$ cat src/rtl/mips_pkg.sv
`default_nettype none
// ============================================================================
//  Module      : mips_pkg
//  Description : Shared types and constants for the MIPS fetch front end.
//                Holds the datapath width, the NOP encoding, the default
//                fetch-queue depth and the packed queue-entry layout.
//  Revision    : 1.0 - initial release
// ============================================================================
package mips_pkg;

    // Instruction and PC width.
    localparam int XLEN = 32;

    // Default number of fetch-queue entries.
    localparam int DEFAULT_DEPTH = 4;

    // Encoding presented to decode when the queue is empty (sll $0,$0,0).
    localparam logic [XLEN-1:0] NOP_INSTR = 32'h0000_0000;

    typedef logic [XLEN-1:0] word_t;

    // One queue entry: instruction word in the upper half, its PC+4 below.
    typedef struct packed {
        word_t instr;
        word_t pc_plus4;
    } fetch_entry_t;

    localparam int ENTRY_W = $bits(fetch_entry_t);

    function automatic fetch_entry_t make_entry(input word_t instr, input word_t pc_plus4);
        fetch_entry_t e;
        e.instr    = instr;
        e.pc_plus4 = pc_plus4;
        return e;
    endfunction

endpackage : mips_pkg
`default_nettype wire

$ cat src/rtl/fetch_fifo.sv
`default_nettype none
// ============================================================================
//  Module      : fetch_fifo
//  Description : Circular entry store for the fetch queue. Power-of-two
//                depth; pointers wrap naturally modulo DEPTH. A flush clears
//                pointers and occupancy in one edge; storage is not cleared.
//  Ports       : clk    - clock, all state updates on its rising edge
//                push   - write wdata at the write pointer
//                pop    - retire the head entry
//                flush  - return to empty (also serves as the reset path)
//                wdata  - entry to write
//                rdata  - head entry (combinational)
//                count  - occupancy, 0..DEPTH
//  Revision    : 1.0 - initial release
// ============================================================================
module fetch_fifo
    import mips_pkg::*;
#(
    parameter int DEPTH = DEFAULT_DEPTH
) (
    input  logic                     clk,
    input  logic                     push,
    input  logic                     pop,
    input  logic                     flush,
    input  logic [ENTRY_W-1:0]       wdata,
    output logic [ENTRY_W-1:0]       rdata,
    output logic [$clog2(DEPTH):0]   count
);

    localparam int AW = $clog2(DEPTH);
    localparam int CW = AW + 1;

    logic [ENTRY_W-1:0] r_mem [DEPTH];
    logic [AW-1:0]      r_wptr;
    logic [AW-1:0]      r_rptr;
    logic [CW-1:0]      r_count;

    logic               w_do_pop;
    logic               w_do_push;

    // Protect the occupancy counter against a pop on empty or a push on
    // full; a push on full is only legal when the head leaves the same edge.
    assign w_do_pop  = pop && (r_count != '0);
    assign w_do_push = push && ((r_count != CW'(DEPTH)) || w_do_pop);

    always_ff @(posedge clk) begin
        if (flush) begin
            r_wptr  <= '0;
            r_rptr  <= '0;
            r_count <= '0;
        end else begin
            if (w_do_push) begin
                r_wptr <= r_wptr + AW'(1);
            end
            if (w_do_pop) begin
                r_rptr <= r_rptr + AW'(1);
            end
            r_count <= r_count + CW'(w_do_push) - CW'(w_do_pop);
        end
    end

    // Storage carries no reset; occupancy alone decides what is valid.
    always_ff @(posedge clk) begin
        if (w_do_push && !flush) begin
            r_mem[r_wptr] <= wdata;
        end
    end

    assign rdata = r_mem[r_rptr];
    assign count = r_count;

endmodule : fetch_fifo
`default_nettype wire

$ cat src/rtl/fetch_queue.sv
`default_nettype none
// ============================================================================
//  Module      : fetch_queue
//  Description : Decoupled instruction fetch stage. Issues word fetches to a
//                one-cycle-latency instruction memory, captures each response
//                together with its PC+4 into a small queue, and presents the
//                head entry to decode. A taken branch flushes the queue,
//                drops any in-flight response and redirects the fetch PC.
//  Ports       : Clk, Rst           - clock, synchronous active-high reset
//                Stall              - decode cannot accept, hold head entry
//                BranchTaken/Target - redirect from the memory stage
//                ImemRdAddr/ImemReq - fetch request (word address)
//                ImemRdData         - response, one cycle after ImemReq
//                InstructionD       - head instruction (NOP when empty)
//                PCPlus4D           - head PC+4 (0 when empty)
//                ValidD             - head entry is valid
//                PCF                - current fetch PC
//  Revision    : 1.0 - initial release
// ============================================================================
module fetch_queue
    import mips_pkg::*;
#(
    parameter int              DEPTH = DEFAULT_DEPTH,
    parameter logic [XLEN-1:0] NOP   = NOP_INSTR
) (
    input  logic            Clk,
    input  logic            Rst,
    input  logic            Stall,
    input  logic            BranchTaken,
    input  logic [XLEN-1:0] BranchTarget,
    output logic [XLEN-3:0] ImemRdAddr,
    output logic            ImemReq,
    input  logic [XLEN-1:0] ImemRdData,
    output logic [XLEN-1:0] InstructionD,
    output logic [XLEN-1:0] PCPlus4D,
    output logic            ValidD,
    output logic [XLEN-1:0] PCF
);

    localparam int CW = $clog2(DEPTH) + 1;

    // Elaboration-time guard on the queue geometry.
    generate
        if ((DEPTH < 2) || ((DEPTH & (DEPTH - 1)) != 0)) begin : g_depth_check
            $error("fetch_queue: DEPTH must be a power of two and at least 2");
        end
    endgenerate

    logic [XLEN-1:0]    r_pcf;
    logic [XLEN-1:0]    r_tag;
    logic               r_inflight;

    logic [CW-1:0]      w_count;
    logic [CW:0]        w_committed;
    logic               w_issue;
    logic               w_push;
    logic               w_pop;
    logic               w_flush;
    logic [XLEN-1:0]    w_pc_next;
    logic [ENTRY_W-1:0] w_wdata;
    logic [ENTRY_W-1:0] w_rdata;
    fetch_entry_t       w_head;

    // Issue credit: an outstanding request already owns a slot, so counting
    // it here guarantees the capture edge always finds space.
    assign w_committed = {1'b0, w_count} + {{CW{1'b0}}, r_inflight};
    assign w_issue     = !Rst && !BranchTaken && (w_committed < (CW+1)'(DEPTH));

    // Reset shares the flush path into the entry store so pointers and
    // occupancy clear with the rest of the fetch state.
    assign w_flush     = Rst || BranchTaken;
    assign w_push      = r_inflight && !w_flush;
    assign w_pop       = ValidD && !Stall && !w_flush;

    assign w_pc_next   = r_pcf + 32'd4;
    assign w_wdata     = make_entry(ImemRdData, r_tag);

    fetch_fifo #(
        .DEPTH (DEPTH)
    ) u_fifo (
        .clk   (Clk),
        .push  (w_push),
        .pop   (w_pop),
        .flush (w_flush),
        .wdata (w_wdata),
        .rdata (w_rdata),
        .count (w_count)
    );

    always_ff @(posedge Clk) begin
        if (Rst) begin
            r_pcf      <= '0;
            r_tag      <= '0;
            r_inflight <= 1'b0;
        end else if (BranchTaken) begin
            // The tag is left alone: with inflight cleared it is never used.
            r_pcf      <= BranchTarget;
            r_inflight <= 1'b0;
        end else begin
            r_inflight <= w_issue;
            if (w_issue) begin
                r_pcf <= w_pc_next;
                r_tag <= w_pc_next;
            end
        end
    end

    assign w_head       = fetch_entry_t'(w_rdata);

    assign ValidD       = (w_count != '0);
    assign InstructionD = ValidD ? w_head.instr    : NOP;
    assign PCPlus4D     = ValidD ? w_head.pc_plus4 : '0;

    // Low two bits of the PC (e.g. from an unaligned branch target) never
    // reach the word address.
    assign ImemRdAddr   = r_pcf[XLEN-1:2];
    assign ImemReq      = w_issue;
    assign PCF          = r_pcf;

endmodule : fetch_queue
`default_nettype wire

$ cat config.mk
export PLATFORM = sky130hd
export DESIGN_NAME = fetch_queue
export DESIGN_NICKNAME = d
export VERILOG_FILES = /design/src/rtl/mips_pkg.sv /design/src/rtl/fetch_fifo.sv /design/src/rtl/fetch_queue.sv
export SDC_FILE = /design/constraint.sdc
export NUM_CORES = 1
export LEC_CHECK = 0
export BUFFER_PORTS_ARGS = -buffer_cell sky130_fd_sc_hd__buf_2
export CAP_MARGIN = 20
export CORE_UTILIZATION = 25
export DETAILED_ROUTE_END_ITERATION = 7
export PLACE_DENSITY_LB_ADDON = 0.1
export SLEW_MARGIN = 0
export SYNTH_ARGS = -nofsm -noshare
export SYNTH_HDL_FRONTEND = slang
export SYNTH_HIERARCHICAL = 1
export SYNTH_SLANG_ARGS = --single-unit
$ cat constraint.sdc
create_clock -name Clk -period 7 [get_ports Clk]
set_input_delay 1.05 -clock Clk [delete_from_list [all_inputs] [get_ports Clk]]
set_output_delay 1.05 -clock Clk [all_outputs]
set_load 0.01 [all_outputs]
==> impl_results.md <==
* Outcome: finished clean
* Post-synth top area cell: edfxtp_1
* Mapped cell area at between 10000 and 15000 um^2
* Buffers on Ports at 195
* Vias in the first global route at 8323
* Routed wire length at between 30000 and 40000 um
* Peak Freq at roughly 0.24 GHz
* Fin nets at about 1100
* Worst hold path startpoint: PCF[0]
* Unrepaired setup endpoints after global routing: no
* CTS H-tree lvls at 2
* Final Hold Fails at 0
* Fin Setup TNS at 0 ns
* Most common cell after layout, fill and taps aside: edfxtp_1
* Commonest cells after routing, fill and taps aside: 256 x edfxtp_1, 195 x buf_2, 72 x dfxtp_1
* Chip Height at between 200 and 250 um
* Sequential element share of the synthesized area at between 60% and 70%
* Pin count of the biggest net entering global routing at 67
* Worst-Margin Slew at 0.920 ns
* Flops & latches, synth at 330
* Post-CTS sizing at 0
* Max Slew Vio Count at 0
* Initial Util at 25.4%
* Post-route design area at between 15000 and 20000 um^2
* Worst Hold Class: reg2reg
* Post-synth EDFFs at 256
* CTS Root Cell: clkbuf_16
* Via count at a little under 8000
* Max_slew headroom at 38.6%
* Dominant synthesized flop cell: edfxtp_1
* CP arrival at between 3 and 4 ns
* Clock Latency Late Sink at 0.56 ns
* Gate Count Post-Synth at roughly 900
* CTS Buffer Depth at 3
* LEAKAGE at roughly 0.0059 uW
* Synth cell types at slightly above 50
* CP Capture Type: output pin
* Area Growth Syn to Fin at 20.3%
* Fillers at around 5400
* Ys Warns at 6
* Drt initial violations at just over 400
* Antenna violation net count after detailed routing at 0
* First-pass DRT Iterations at 4
* Hold Path End: r_tag[0]
* Mean Syn Cell Area at between 15 and 20 um^2
* Peak supply drop at 153 uV
* Setup Fix Bufs, Post-CTS at 0
* Net count after synthesis at 975
* Dpl cell area at about 15000 um^2
* DRC viols at 0
* Fin crit period at ~4.1 ns
* Critical path type: reg2out
* Cells on worst reg2reg path at 8
* Share of cells above drive strength 1 at 31.9%
* Worst Setup Start Kind: flip-flop
* Fin cells at 1796
* Clock skew at ~0.031 ns
* Routability Congestion at around 0.72
* # placed instances at approximately 1700
* Hold Path Stages at 2
* Synth top area share at a little under three fifths
* CP Data Required Time at a little under 6 ns
* Tot Pwr at 4360 uW
* Fraction of registers with async set/reset at 0%
* Reg2reg start: u_fifo/count[1]
* Total grt overflow at 0
* Inserted Clock Buffers at 40
* Die area at about 56000 um^2
* Initial antenna violation count at 0
* Die width at around 240 um
* Clk slew on worst S/H paths at about 0.06 ns
* Post-DP HPWL at 23000 um
* Reg-to-reg slack, setup at roughly 3.3 ns
* Avg WL per Cell at around 20 um
* Global-route wire length before repair at 55200 um
* CP Max Fanout at 39
* TritonCTS clock tree: yes
* Final Util at a little under a third
* Reg-to-Reg End: u_fifo/r_mem[1][38]
* Top post-synthesis cells by area: edfxtp_1 56%, dfxtp_1 11%, mux4_2 10%, and2_1 2.9%, buf_4 2.1%
* Drt via density at 4.42
* Crit share post-route at 58.8%
* PwrDens at 263 nW/um^2
* Row count at between 80 and 90
* Final setup fails at 0
* Clock sink total at 330
* GR Util All Layers at a little over an eighth
* CTS Hold Bufs at 0
* Core box area at between 50000 and 60000 um^2
* I/O pin count at about 200
* Max-cap viol count at 0
==> power by group <==
part	leakage [uW]	switching (uW)	internal (uW)	total, uW
combinational	0.00229	92.7	68.0	161
sequential	0.00295	51.3	2140	2190
clock	0.000622	808	1210	2010
total	0.00586	952	3410	4360
==> per-layer routing <==
| layer | track usage, % | part of all wire, % | wire, um |
|---|---|---|---|
| met5 | 0 | 0 | 0 |
| met2 | 20.0 | 44 | 16000 |
| met3 | 2.55 | 4.7 | 1720 |
| met1 | 18.9 | 49 | 17900 |
| met4 | 4.47 | 2.2 | 803 |
==> critical path, cell delays in order, from the launching register on <==
cell and delay [ns]:
dfxtp_4 0.94, buf_4 0.63, mux4_2 0.59, and2_1 0.18, buf_2 0.14
==> final cells by class <==
class,count,area [um^2],share of cell area [%]
multi-input combinational,458,4040,24.4
clock buffer,57,1140,6.87
sequential,330,9180,55.4
timing repair buffer,210,1090,6.57
inverter,28,105,0.635
tap,696,871,5.26
clock inverter,16,140,0.846
antenna,1,2.50,0.0151
==> worst max-delay path by stage <==
stage,from,end,slack [ns],cells after the start
floorplan,BranchTaken,u_fifo/r_mem[0][0],-0.27,5
global placement,BranchTaken,u_fifo/r_mem[1][41],2.54,9
detailed placement,BranchTaken,u_fifo/r_mem[1][33],2.48,9
CTS,flip-flop,PCPlus4D[21],2.67,4
global route,flip-flop,PCPlus4D[2],2.60,4
finish,flip-flop,PCPlus4D[24],2.89,4
==> synth_stat cells, drive strengths merged (5+ instances only) <==
master  instances
a211oi         28
a21oi          30
and2           64
and3            5
and4            6
buf            55
clkbuf         28
dfxtp          74
edfxtp        256
ha              7
inv            28
mux2i           7
mux4           64
nand2          25
nand3          15
nand4          16
nor2           59
nor3           15
nor3b           5
nor4           10
o21a           17
o21ai           8
xnor2          31
xor2           22
==> metrics by stage <==
stage,hold slack (ns),worst slack [ns]
floorplan,0.445,-0.272
global placement,0.502,2.54
detailed placement,0.495,2.48
CTS,0.516,2.67
global route,0.532,2.60
finish,0.511,2.89
==> cell families (layout without fill, tap and decap cells) <==
kind of cell / after synthesis / in the layout / synth area share [%]
flops: 330 / 330 / 66.6
simple gates: 230 / 230 / 9.30
buf+inv: 111 / 311 / 4.20
compound gates: 95 / 95 / 4.62
mux: 72 / 72 / 11.1
xor+xnor: 53 / 53 / 3.37
fa+ha+maj: 8 / 8 / 0.782
other cells: 0 / 1 / 0
==> registers in the layout, summed over array words and instances (netlist names), named ones only <==
name / count
PCF: 32
r_inflight: 1
r_tag: 32
u_fifo/count: 3
u_fifo/r_mem: 256
u_fifo/r_rptr: 2
u_fifo/r_wptr: 2
No activity file was read; power rests on OpenSTA's default activity.
